==> config.mk <==
export PLATFORM = sky130hd
export DESIGN_NAME = vga_dither_out
export DESIGN_NICKNAME = d
export VERILOG_FILES = /design/src/rtl/vga_dither_out.sv
export SDC_FILE = /design/constraint.sdc
export NUM_CORES = 1
export LEC_CHECK = 0
export ABC_AREA = 1
export CORE_MARGIN = 2
export CORE_UTILIZATION = 38
export DETAILED_ROUTE_END_ITERATION = 8
export HOLD_SLACK_MARGIN = 0.08
export SLEW_MARGIN = 20
export SYNTH_ARGS = -nofsm -noshare
export SYNTH_HDL_FRONTEND = slang
export SYNTH_SLANG_ARGS = --single-unit
export TNS_END_PERCENT = 1
==> constraint.sdc <==
create_clock -name clk_vga -period 1.35 [get_ports clk_vga]
set_clock_uncertainty 0.05 [all_clocks]
set_input_delay 0.3375 -clock clk_vga [delete_from_list [all_inputs] [get_ports clk_vga]]
set_output_delay 0.3375 -clock clk_vga [all_outputs]
set_load 0.05 [all_outputs]
==> src/rtl/vga_dither_out.sv <==
// VGA colour output stage: reduces IN_W-bit RGB to OUT_W bits by truncate, round
// or ordered/temporal dither, with syncs delayed to stay aligned with the pixels.
module vga_dither_out #(
  parameter int IN_W        = 6,
  parameter int OUT_W       = 3,
  parameter bit SYNC_ACTIVE = 1'b0
) (
  input  logic             clk_vga,
  input  logic             reset,
  input  logic [IN_W-1:0]  in_r,
  input  logic [IN_W-1:0]  in_g,
  input  logic [IN_W-1:0]  in_b,
  input  logic             in_de,
  input  logic             in_hsync,
  input  logic             in_vsync,
  input  logic [1:0]       mode,
  output logic [OUT_W-1:0] out_r,
  output logic [OUT_W-1:0] out_g,
  output logic [OUT_W-1:0] out_b,
  output logic             out_hsync,
  output logic             out_vsync
);

  localparam int D         = IN_W - OUT_W;
  localparam bit SYNC_IDLE = ~SYNC_ACTIVE;

  localparam logic [1:0] MODE_TRUNC    = 2'd0;
  localparam logic [1:0] MODE_ROUND    = 2'd1;
  localparam logic [1:0] MODE_ORDERED  = 2'd2;
  localparam logic [1:0] MODE_TEMPORAL = 2'd3;

  logic [11:0] x_cnt;
  logic [10:0] y_cnt;
  logic [1:0]  frame_cnt;
  logic [1:0]  mode_q;
  logic        de_prev;
  logic        vsync_prev;
  logic        vs_edge;
  logic        de_fall;

  // Only the low two position bits index the matrix; the rest just keep counting.
  logic unused_pos;
  assign unused_pos = ^{x_cnt[11:2], y_cnt[10:2]};

  assign vs_edge = (in_vsync == SYNC_ACTIVE) && (vsync_prev != SYNC_ACTIVE);
  assign de_fall = !in_de && de_prev;

  always_ff @(posedge clk_vga) begin
    if (reset) begin
      x_cnt      <= '0;
      y_cnt      <= '0;
      frame_cnt  <= '0;
      mode_q     <= MODE_TRUNC;
      de_prev    <= 1'b0;
      vsync_prev <= SYNC_IDLE;
    end else begin
      de_prev    <= in_de;
      vsync_prev <= in_vsync;

      if (de_fall)
        x_cnt <= '0;
      else if (in_de)
        x_cnt <= x_cnt + 12'd1;

      // A vsync edge coinciding with the end of a line must still leave y at 0.
      if (vs_edge)
        y_cnt <= '0;
      else if (de_fall)
        y_cnt <= y_cnt + 11'd1;

      if (vs_edge) begin
        frame_cnt <= frame_cnt + 2'd1;
        mode_q    <= mode;
      end
    end
  end

  function automatic logic [3:0] bayer4(input logic [1:0] row, input logic [1:0] col);
    logic [3:0] val;
    case ({row, col})
      4'h0: val = 4'd0;
      4'h1: val = 4'd8;
      4'h2: val = 4'd2;
      4'h3: val = 4'd10;
      4'h4: val = 4'd12;
      4'h5: val = 4'd4;
      4'h6: val = 4'd14;
      4'h7: val = 4'd6;
      4'h8: val = 4'd3;
      4'h9: val = 4'd11;
      4'hA: val = 4'd1;
      4'hB: val = 4'd9;
      4'hC: val = 4'd15;
      4'hD: val = 4'd7;
      4'hE: val = 4'd13;
      default: val = 4'd5;
    endcase
    return val;
  endfunction

  logic [1:0]   row_idx;
  logic [1:0]   col_idx;
  logic [3:0]   bayer_val;
  logic [3:0]   bayer_shift;
  logic [D-1:0] t_next;

  always_comb begin
    row_idx = y_cnt[1:0];
    col_idx = x_cnt[1:0];
    if (mode_q == MODE_TEMPORAL) begin
      row_idx = y_cnt[1:0] + frame_cnt;
      col_idx = x_cnt[1:0] + frame_cnt;
    end
    bayer_val   = bayer4(row_idx, col_idx);
    bayer_shift = bayer_val >> (4 - D);

    t_next = '0;
    case (mode_q)
      MODE_ROUND:    t_next[D-1] = 1'b1;
      MODE_ORDERED,
      MODE_TEMPORAL: t_next = bayer_shift[D-1:0];
      default:       t_next = '0;
    endcase
  end

  logic [IN_W-1:0] r_s1;
  logic [IN_W-1:0] g_s1;
  logic [IN_W-1:0] b_s1;
  logic            de_s1;
  logic            hs_s1;
  logic            vs_s1;
  logic [D-1:0]    t_s1;

  always_ff @(posedge clk_vga) begin
    if (reset) begin
      r_s1  <= '0;
      g_s1  <= '0;
      b_s1  <= '0;
      de_s1 <= 1'b0;
      hs_s1 <= SYNC_IDLE;
      vs_s1 <= SYNC_IDLE;
      t_s1  <= '0;
    end else begin
      r_s1  <= in_r;
      g_s1  <= in_g;
      b_s1  <= in_b;
      de_s1 <= in_de;
      hs_s1 <= in_hsync;
      vs_s1 <= in_vsync;
      t_s1  <= t_next;
    end
  end

  // Add threshold one bit wider than the input so overflow shows up as saturation.
  function automatic logic [OUT_W-1:0] reduce(input logic [IN_W-1:0] comp,
                                              input logic [D-1:0]    thr);
    logic [IN_W:0] sum;
    sum = {1'b0, comp} + {{(IN_W + 1 - D){1'b0}}, thr};
    if (sum[IN_W])
      return '1;
    else
      return sum[IN_W-1:D];
  endfunction

  logic [OUT_W-1:0] r_red;
  logic [OUT_W-1:0] g_red;
  logic [OUT_W-1:0] b_red;

  always_comb begin
    r_red = '0;
    g_red = '0;
    b_red = '0;
    if (de_s1) begin
      r_red = reduce(r_s1, t_s1);
      g_red = reduce(g_s1, t_s1);
      b_red = reduce(b_s1, t_s1);
    end
  end

  always_ff @(posedge clk_vga) begin
    if (reset) begin
      out_r     <= '0;
      out_g     <= '0;
      out_b     <= '0;
      out_hsync <= SYNC_IDLE;
      out_vsync <= SYNC_IDLE;
    end else begin
      out_r     <= r_red;
      out_g     <= g_red;
      out_b     <= b_red;
      out_hsync <= hs_s1;
      out_vsync <= vs_s1;
    end
  end

endmodule

==> results.py, run 1 <==
metrics = {
    "cells_and_area": {
        "number_of_filler_instances_in_the_final_layout": 430,
        "design.final.nets": 308,
        "antennaDiodeCount": 0,
        "multi_input_area_um2": 676,
        "area.sequential_um2": 842,
        "drive_gt1_share_pct": 15.6,
        "final_cell_area_mm2": 0.00241,
        "fin_cells": 328,
        "layout-area-overhead-vs-synth_pct": 40.6,
    },
    "floorplanning": {
        "die_area_mm2": 0.00506,
        "start_util_pct": 39.3,
        "floorplan.die.width_um": 71.1,
        "rows": 24,
        "ios": 36,
        "coreArea_mm2": 0.00435,
        "die_height_um": 71.1,
    },
    "yosys": {
        "avgSynthCellArea_um2": 7.55,
        "synthDistinctLibCells": 20,
        "synth_enable_flop_cells": 0,
        "synthesis.nets": 260,
        "synth_cells": 227,
        "synth.cell_area_mm2": 0.00171,
        "post-synth-top-area-fraction_pct": 49.1,
        "number_of_flip_flops_and_latches_in_the_synthesized_netlist": 42,
        "synth_top_flop_cell": "sky130_fd_sc_hd__dfxtp_1",
        "synth_top_cells_by_area": "sky130_fd_sc_hd__dfxtp_1 (49%), sky130_fd_sc_hd__inv_1 (11%), sky130_fd_sc_hd__nand2_1 (8.1%)",
        "ys_warn_count": 0,
        "netlist.top_cell.by_area": "sky130_fd_sc_hd__dfxtp_1",
        "async_flop_share_pct": 0,
        "synthMostInstantiatedCell": "sky130_fd_sc_hd__inv_1",
        "seq_area_frac_synth_pct": 49.1,
        "netlist_top_cells_count": "sky130_fd_sc_hd__inv_1 (48), sky130_fd_sc_hd__dfxtp_1 (42), sky130_fd_sc_hd__nand2_1 (37)",
    },
    "placement": {
        "gpl.final_weighted_congestion": 0.787,
        "place.detailed.instances": 320,
        "io_buffer_count": 35,
        "dp.final_hpwl_um": 2350,
        "detailed_place.area_mm2": 0.00229,
    },
    "drt": {
        "detail_route.iter0.violations": 20,
        "drc_errors": 0,
        "antenna_left": 0,
        "totalWireLength_um": 2990,
        "route.detailed.vias_per_inst": 4.34,
        "wl_per_cell_um": 9.10,
        "routed-via-count": 1423,
        "drt_pre_antenna_iters": 4,
    },
    "sta": {
        "timing.setup.tns_ns": 0,
        "grt_setup_unrepaired": "yes",
        "final-max-slew-violation-count": 0,
        "final.period_utilization_pct": 96.8,
        "setup_viol_count_final": 0,
        "max_clock_freq_mhz": 765,
        "slew-limit-headroom_pct": 81.2,
        "finalWorstPathRequiredPeriod_ns": 1.31,
        "worst_slew_pin_slew_ns": 0.281,
        "final-hold-violation-count": 0,
        "final_hold_slack_ns": 0.369,
    },
    "worst_hold_path": {
        "hold_path_class": "reg2reg",
        "whs_path_depth": 1,
    },
    "clock_network": {
        "clock_path_buffers": 2,
        "clock_sinks": 42,
        "cts-root-buf": "sky130_fd_sc_hd__clkbuf_8",
        "clk_latency_ns": 0.29,
        "cts_tree": "yes",
        "clock_input_transition_at_the_sequential_cells_of_the_worst_setup_and_hold_paths_ns": 0.08,
        "cts_made_buffers": 5,
        "htree_num_levels": 2,
        "cts_setup_buffers": 0,
    },
    "status": {
        "status": "completed",
    },
    "global_routing": {
        "fraction_of_met1_tracks_used_by_global_routing_pct": 14.7,
        "grt_use_met2_pct": 23.4,
        "grt_first_pass_wirelength_um": 5420,
        "grt_busiest_layer": "met2",
        "overflow": 0,
        "maximum_number_of_pins_on_one_net_before_global_route_repair": 13,
        "via_count_of_the_first_global_routing_pass": 1325,
        "grt.met3_usage_pct": 5.41,
        "antenna_found_initial": 0,
        "grtUsageTotal_pct": 14.0,
    },
    "setup_path": {
        "cp_data_required_time_ns": 1.49,
        "worstSetupPathType": "reg2reg",
        "maximum_fanout_along_the_worst_path": 3,
        "cp-end-kind": "flop",
        "worst_r2r_path_depth": 6,
        "rrSetupSlack_ns": 0.04,
        "critPathLaunchType": "flop",
        "crit_arrival_ns": 1.45,
    },
    "power": {
        "power.density_cell_area_mw_per_mm2": 1070,
        "p_leak_nw": 1.21,
        "ir_worst_vdd_uv": 523,
        "overall_power_of_the_completed_layout_mw": 2.58,
    },
    "run": {
        "cap_viol_max_count": 0,
    },
}
power breakdown:
part | internal [mW] | switching (mW) | total, mW
Clock | 0.516 | 0.415 | 0.931
Sequential | 1.30 | 0.0360 | 1.33
Combinational | 0.169 | 0.149 | 0.318
Total | 1.98 | 0.600 | 2.58
critical path, stage by stage (launching register included):
cell and delay, ns:
sky130_fd_sc_hd__dfxtp_2 0.34, sky130_fd_sc_hd__ha_1 0.30, sky130_fd_sc_hd__or2_1 0.25, sky130_fd_sc_hd__nand3_1 0.11
sky130_fd_sc_hd__nand2_1 0.07, sky130_fd_sc_hd__nand2_1 0.05, sky130_fd_sc_hd__nor2_1 0.04
per-layer routing:
layer / vias to the layer above / wire (um)
li1: 778 / -
met1: 605 / 1320
met2: 29 / 1400
met3: 11 / 167
met4: 0 / 102
met5: - / 0
cell families (layout without fill, tap and decap cells):
kind of cell / count (synthesis) / in the layout / synth area share (%)
simple gates: 104 / 104 / 26.8
buf+inv: 53 / 102 / 11.8
flops: 42 / 42 / 49.1
compound gates: 18 / 18 / 5.40
fa+ha+maj: 8 / 8 / 5.84
xor+xnor: 2 / 2 / 1.02
through the flow:
step / util [%] / setup slack [ns]
floorplan: - / 0.139
global placement: 52.6 / -0.168
detailed placement: 52.6 / -0.194
CTS: 55.1 / 0.00106
global route: 55.3 / -0.0374
finish: 55.3 / 0.0434
placed cells by master, fill, tap and decap left out, drive strengths merged:
master	count
nand3	13
a21oi	10
dfxtp	42
nand4	4
nand2b	1
nand2	43
o21ai	6
or2	7
inv	48
ha	8
clkbuf	8
nor3	2
buf	20
clkdlybuf4s50	24
clkinv	2
xor2	2
nor2	34
a31oi	2
worst paths after layout:
check	endpoint	from
worst max register to register	out_b[1]	t_s1[2]
worst min register to register	out_hsync	hs_s1
worst max-delay path	out_b[1]	t_s1[2]
worst min-delay path	out_hsync	hs_s1
what timing repair did:
item                                    CTS  global route
resized for setup                         0             3
endpoints found under the setup margin    0             5
hold buffers                              0             0
layout make-up:
class                      instances  share of cell area [%]
sequential                        42                    35.0
inverter                          50                    7.79
timing repair buffer              44                    21.9
tap                               52                    2.70
multi-input combinational        132                    28.1
clock buffer                       8                    4.57
sequential cells by signal, summed over array words and instances (netlist names):
register and flops:
b_s1 6, de_s1 1, frame_cnt 1, g_s1 6, hs_s1 1, mode_q 2, out_b 3, out_g 3
out_hsync 1, out_r 3, out_vsync 1, r_s1 6, t_s1 3, vs_s1 1, x_cnt 2, y_cnt 2
(Power assumes the default switching activity.)
==> run 2: changes to the inputs <==
- CORE_MARGIN: 2 -> unset
- GPL_ROUTABILITY_DRIVEN: unset -> 0
==> run 2 against run 1 <==
  * Fmax is 0.27% higher
  * Setup slack better by 0.0036 ns
  * Register-to-register slack hardly changed
  * Critical path type unchanged
==> results.py, run 2 (synthesized netlist as in run 1, its figures left out) <==
metrics = {
    "setup_path": {
        "crit_arrival_ns": 1.45,
        "worst_r2r_path_depth": 6,
        "reg2reg_to": "out_b[1]",
        "critPathLaunchType": "flop",
        "cp-end-kind": "flop",
        "maximum_fanout_along_the_worst_path": 3,
        "worstSetupPathType": "reg2reg",
        "rrSetupSlack_ns": 0.05,
        "cp_data_required_time_ns": 1.50,
        "worstReg2RegStart": "t_s1[2]",
    },
    "floorplanning": {
        "coreArea_mm2": 0.00435,
        "rows": 24,
        "die_area_mm2": 0.00478,
        "ios": 36,
        "floorplan.die.width_um": 69.1,
        "die_height_um": 69.1,
        "start_util_pct": 39.3,
    },
    "sta": {
        "final_hold_slack_ns": 0.368,
        "finalWorstSetupSlack_ns": 0.0470,
        "worst_slew_pin_slew_ns": 0.235,
        "final-hold-violation-count": 0,
        "max_clock_freq_mhz": 767,
        "final-max-slew-violation-count": 0,
        "final.period_utilization_pct": 96.5,
        "finalWorstPathRequiredPeriod_ns": 1.30,
        "grt_setup_unrepaired": "yes",
        "slew-limit-headroom_pct": 84.3,
        "setup_viol_count_final": 0,
    },
    "clock_network": {
        "clock_sinks": 42,
        "clock_input_transition_at_the_sequential_cells_of_the_worst_setup_and_hold_paths_ns": 0.08,
        "cts_resized": 0,
        "cts-root-buf": "sky130_fd_sc_hd__clkbuf_8",
        "cts_made_buffers": 5,
        "clock_path_buffers": 2,
        "clk_latency_ns": 0.30,
        "cts_setup_buffers": 0,
        "cts_tree": "yes",
        "cts_hold_buffers": 0,
        "htree_num_levels": 2,
    },
    "worst_hold_path": {
        "hp-start": "hs_s1",
        "hold_path_class": "reg2reg",
        "min_delay_worst_endpoint": "out_hsync",
        "whs_path_depth": 1,
    },
    "cells_and_area": {
        "number_of_filler_instances_in_the_final_layout": 403,
        "mostFrequentLayoutCell": "sky130_fd_sc_hd__inv_1",
        "largest_registers": "b_s1: 6 flops, g_s1: 6 flops, r_s1: 6 flops",
        "most_used_cells_in_the_layout_excluding_fill_and_tap_cells": "sky130_fd_sc_hd__inv_1 (48), sky130_fd_sc_hd__dfxtp_1 (41), sky130_fd_sc_hd__nand2_1 (37)",
        "drive_gt1_share_pct": 14.3,
        "design.final.nets": 305,
        "final_util_pct": 54.8,
        "antennaDiodeCount": 0,
        "layout-area-overhead-vs-synth_pct": 39.3,
    },
    "drt": {
        "detail_route.iter0.violations": 35,
        "antenna_left": 0,
        "route.detailed.vias_per_inst": 4.45,
        "routed-via-count": 1445,
        "totalWireLength_um": 3090,
        "wl_per_cell_um": 9.50,
        "drt_pre_antenna_iters": 4,
        "drc_errors": 0,
    },
    "placement": {
        "detailedPlace.worstSlack_ns": -0.123,
        "io_buffer_count": 35,
        "dp.final_hpwl_um": 2330,
    },
    "power": {
        "power.density_cell_area_mw_per_mm2": 1100,
        "ir_worst_vdd_uv": 805,
        "p_leak_nw": 1.19,
    },
    "run": {
        "cap_viol_max_count": 0,
    },
    "global_routing": {
        "overflow": 0,
        "antenna_found_initial": 0,
        "via_count_of_the_first_global_routing_pass": 1409,
        "grt_first_pass_wirelength_um": 5850,
        "maximum_number_of_pins_on_one_net_before_global_route_repair": 15,
        "grtUsageTotal_pct": 15.5,
    },
    "status": {
        "status": "completed",
    },
}
==> run 2: power breakdown <==
| part | leakage [nW] | internal (mW) | switching [mW] | total, mW |
|---|---|---|---|---|
| sequential | 0.347 | 1.30 | 0.0366 | 1.33 |
| clock | 0.0524 | 0.553 | 0.427 | 0.980 |
| combinational | 0.790 | 0.168 | 0.152 | 0.320 |
==> run 2: cell type report <==
class | instances | area (um2) | share of cell area (%)
Sequential cell | 42 | 842 | 35.3
Multi-Input combinational cell | 132 | 679 | 28.5
Timing Repair Buffer | 41 | 505 | 21.2
Inverter | 50 | 188 | 7.87
Clock buffer | 7 | 76.3 | 3.20
Tap cell | 52 | 65.1 | 2.73
Clock inverter | 1 | 30.0 | 1.26
==> run 2: worst max-delay path by stage <==
| stage | slack, ns | cells after the start | from | to |
|---|---|---|---|---|
| 3_3_place_gp | -0.13 | 6 | in_de | y_cnt[1] |
| 6_report | 0.05 | 6 | t_s1[2] | out_b[1] |
| 5_1_grt | -0.02 | 6 | t_s1[2] | out_b[2] |
| 2_1_floorplan | 0.14 | 6 | t_s1[2] | out_b[1] |
| 3_5_place_dp | -0.12 | 5 | reset | t_s1[2] |
| 4_1_cts | 0.004 | 6 | t_s1[2] | out_b[1] |
==> run 2: critical path, stage by stage, from the launching register on <==
cell	delay [ns]
sky130_fd_sc_hd__dfxtp_2	0.35
sky130_fd_sc_hd__ha_1	0.30
sky130_fd_sc_hd__or2_1	0.25
sky130_fd_sc_hd__nand3_1	0.11
sky130_fd_sc_hd__nand2_1	0.06
sky130_fd_sc_hd__nand2_1	0.06
sky130_fd_sc_hd__nor2_1	0.03
==> run 2: metrics by stage <==
stage	instance area, um2	cells	setup TNS [ns]	power, mW
2_1_floorplan	1710	227	0	1.52
3_3_place_gp	2270	317	-2.81	1.67
3_5_place_dp	2270	317	-3.26	1.68
4_1_cts	2370	325	0	2.66
5_1_grt	2390	325	-0.0234	2.76
6_report	2390	325	0	2.63
==> run 2: routing by layer <==
layer / track usage (%) / wire (um) / vias up
met3: 3.65 / 115 / 7
met1: 17.0 / 1380 / 639
li1: - / - / 773
met2: 27.0 / 1510 / 26
met5: 0 / 0 / -
met4: 8.84 / 76 / 0
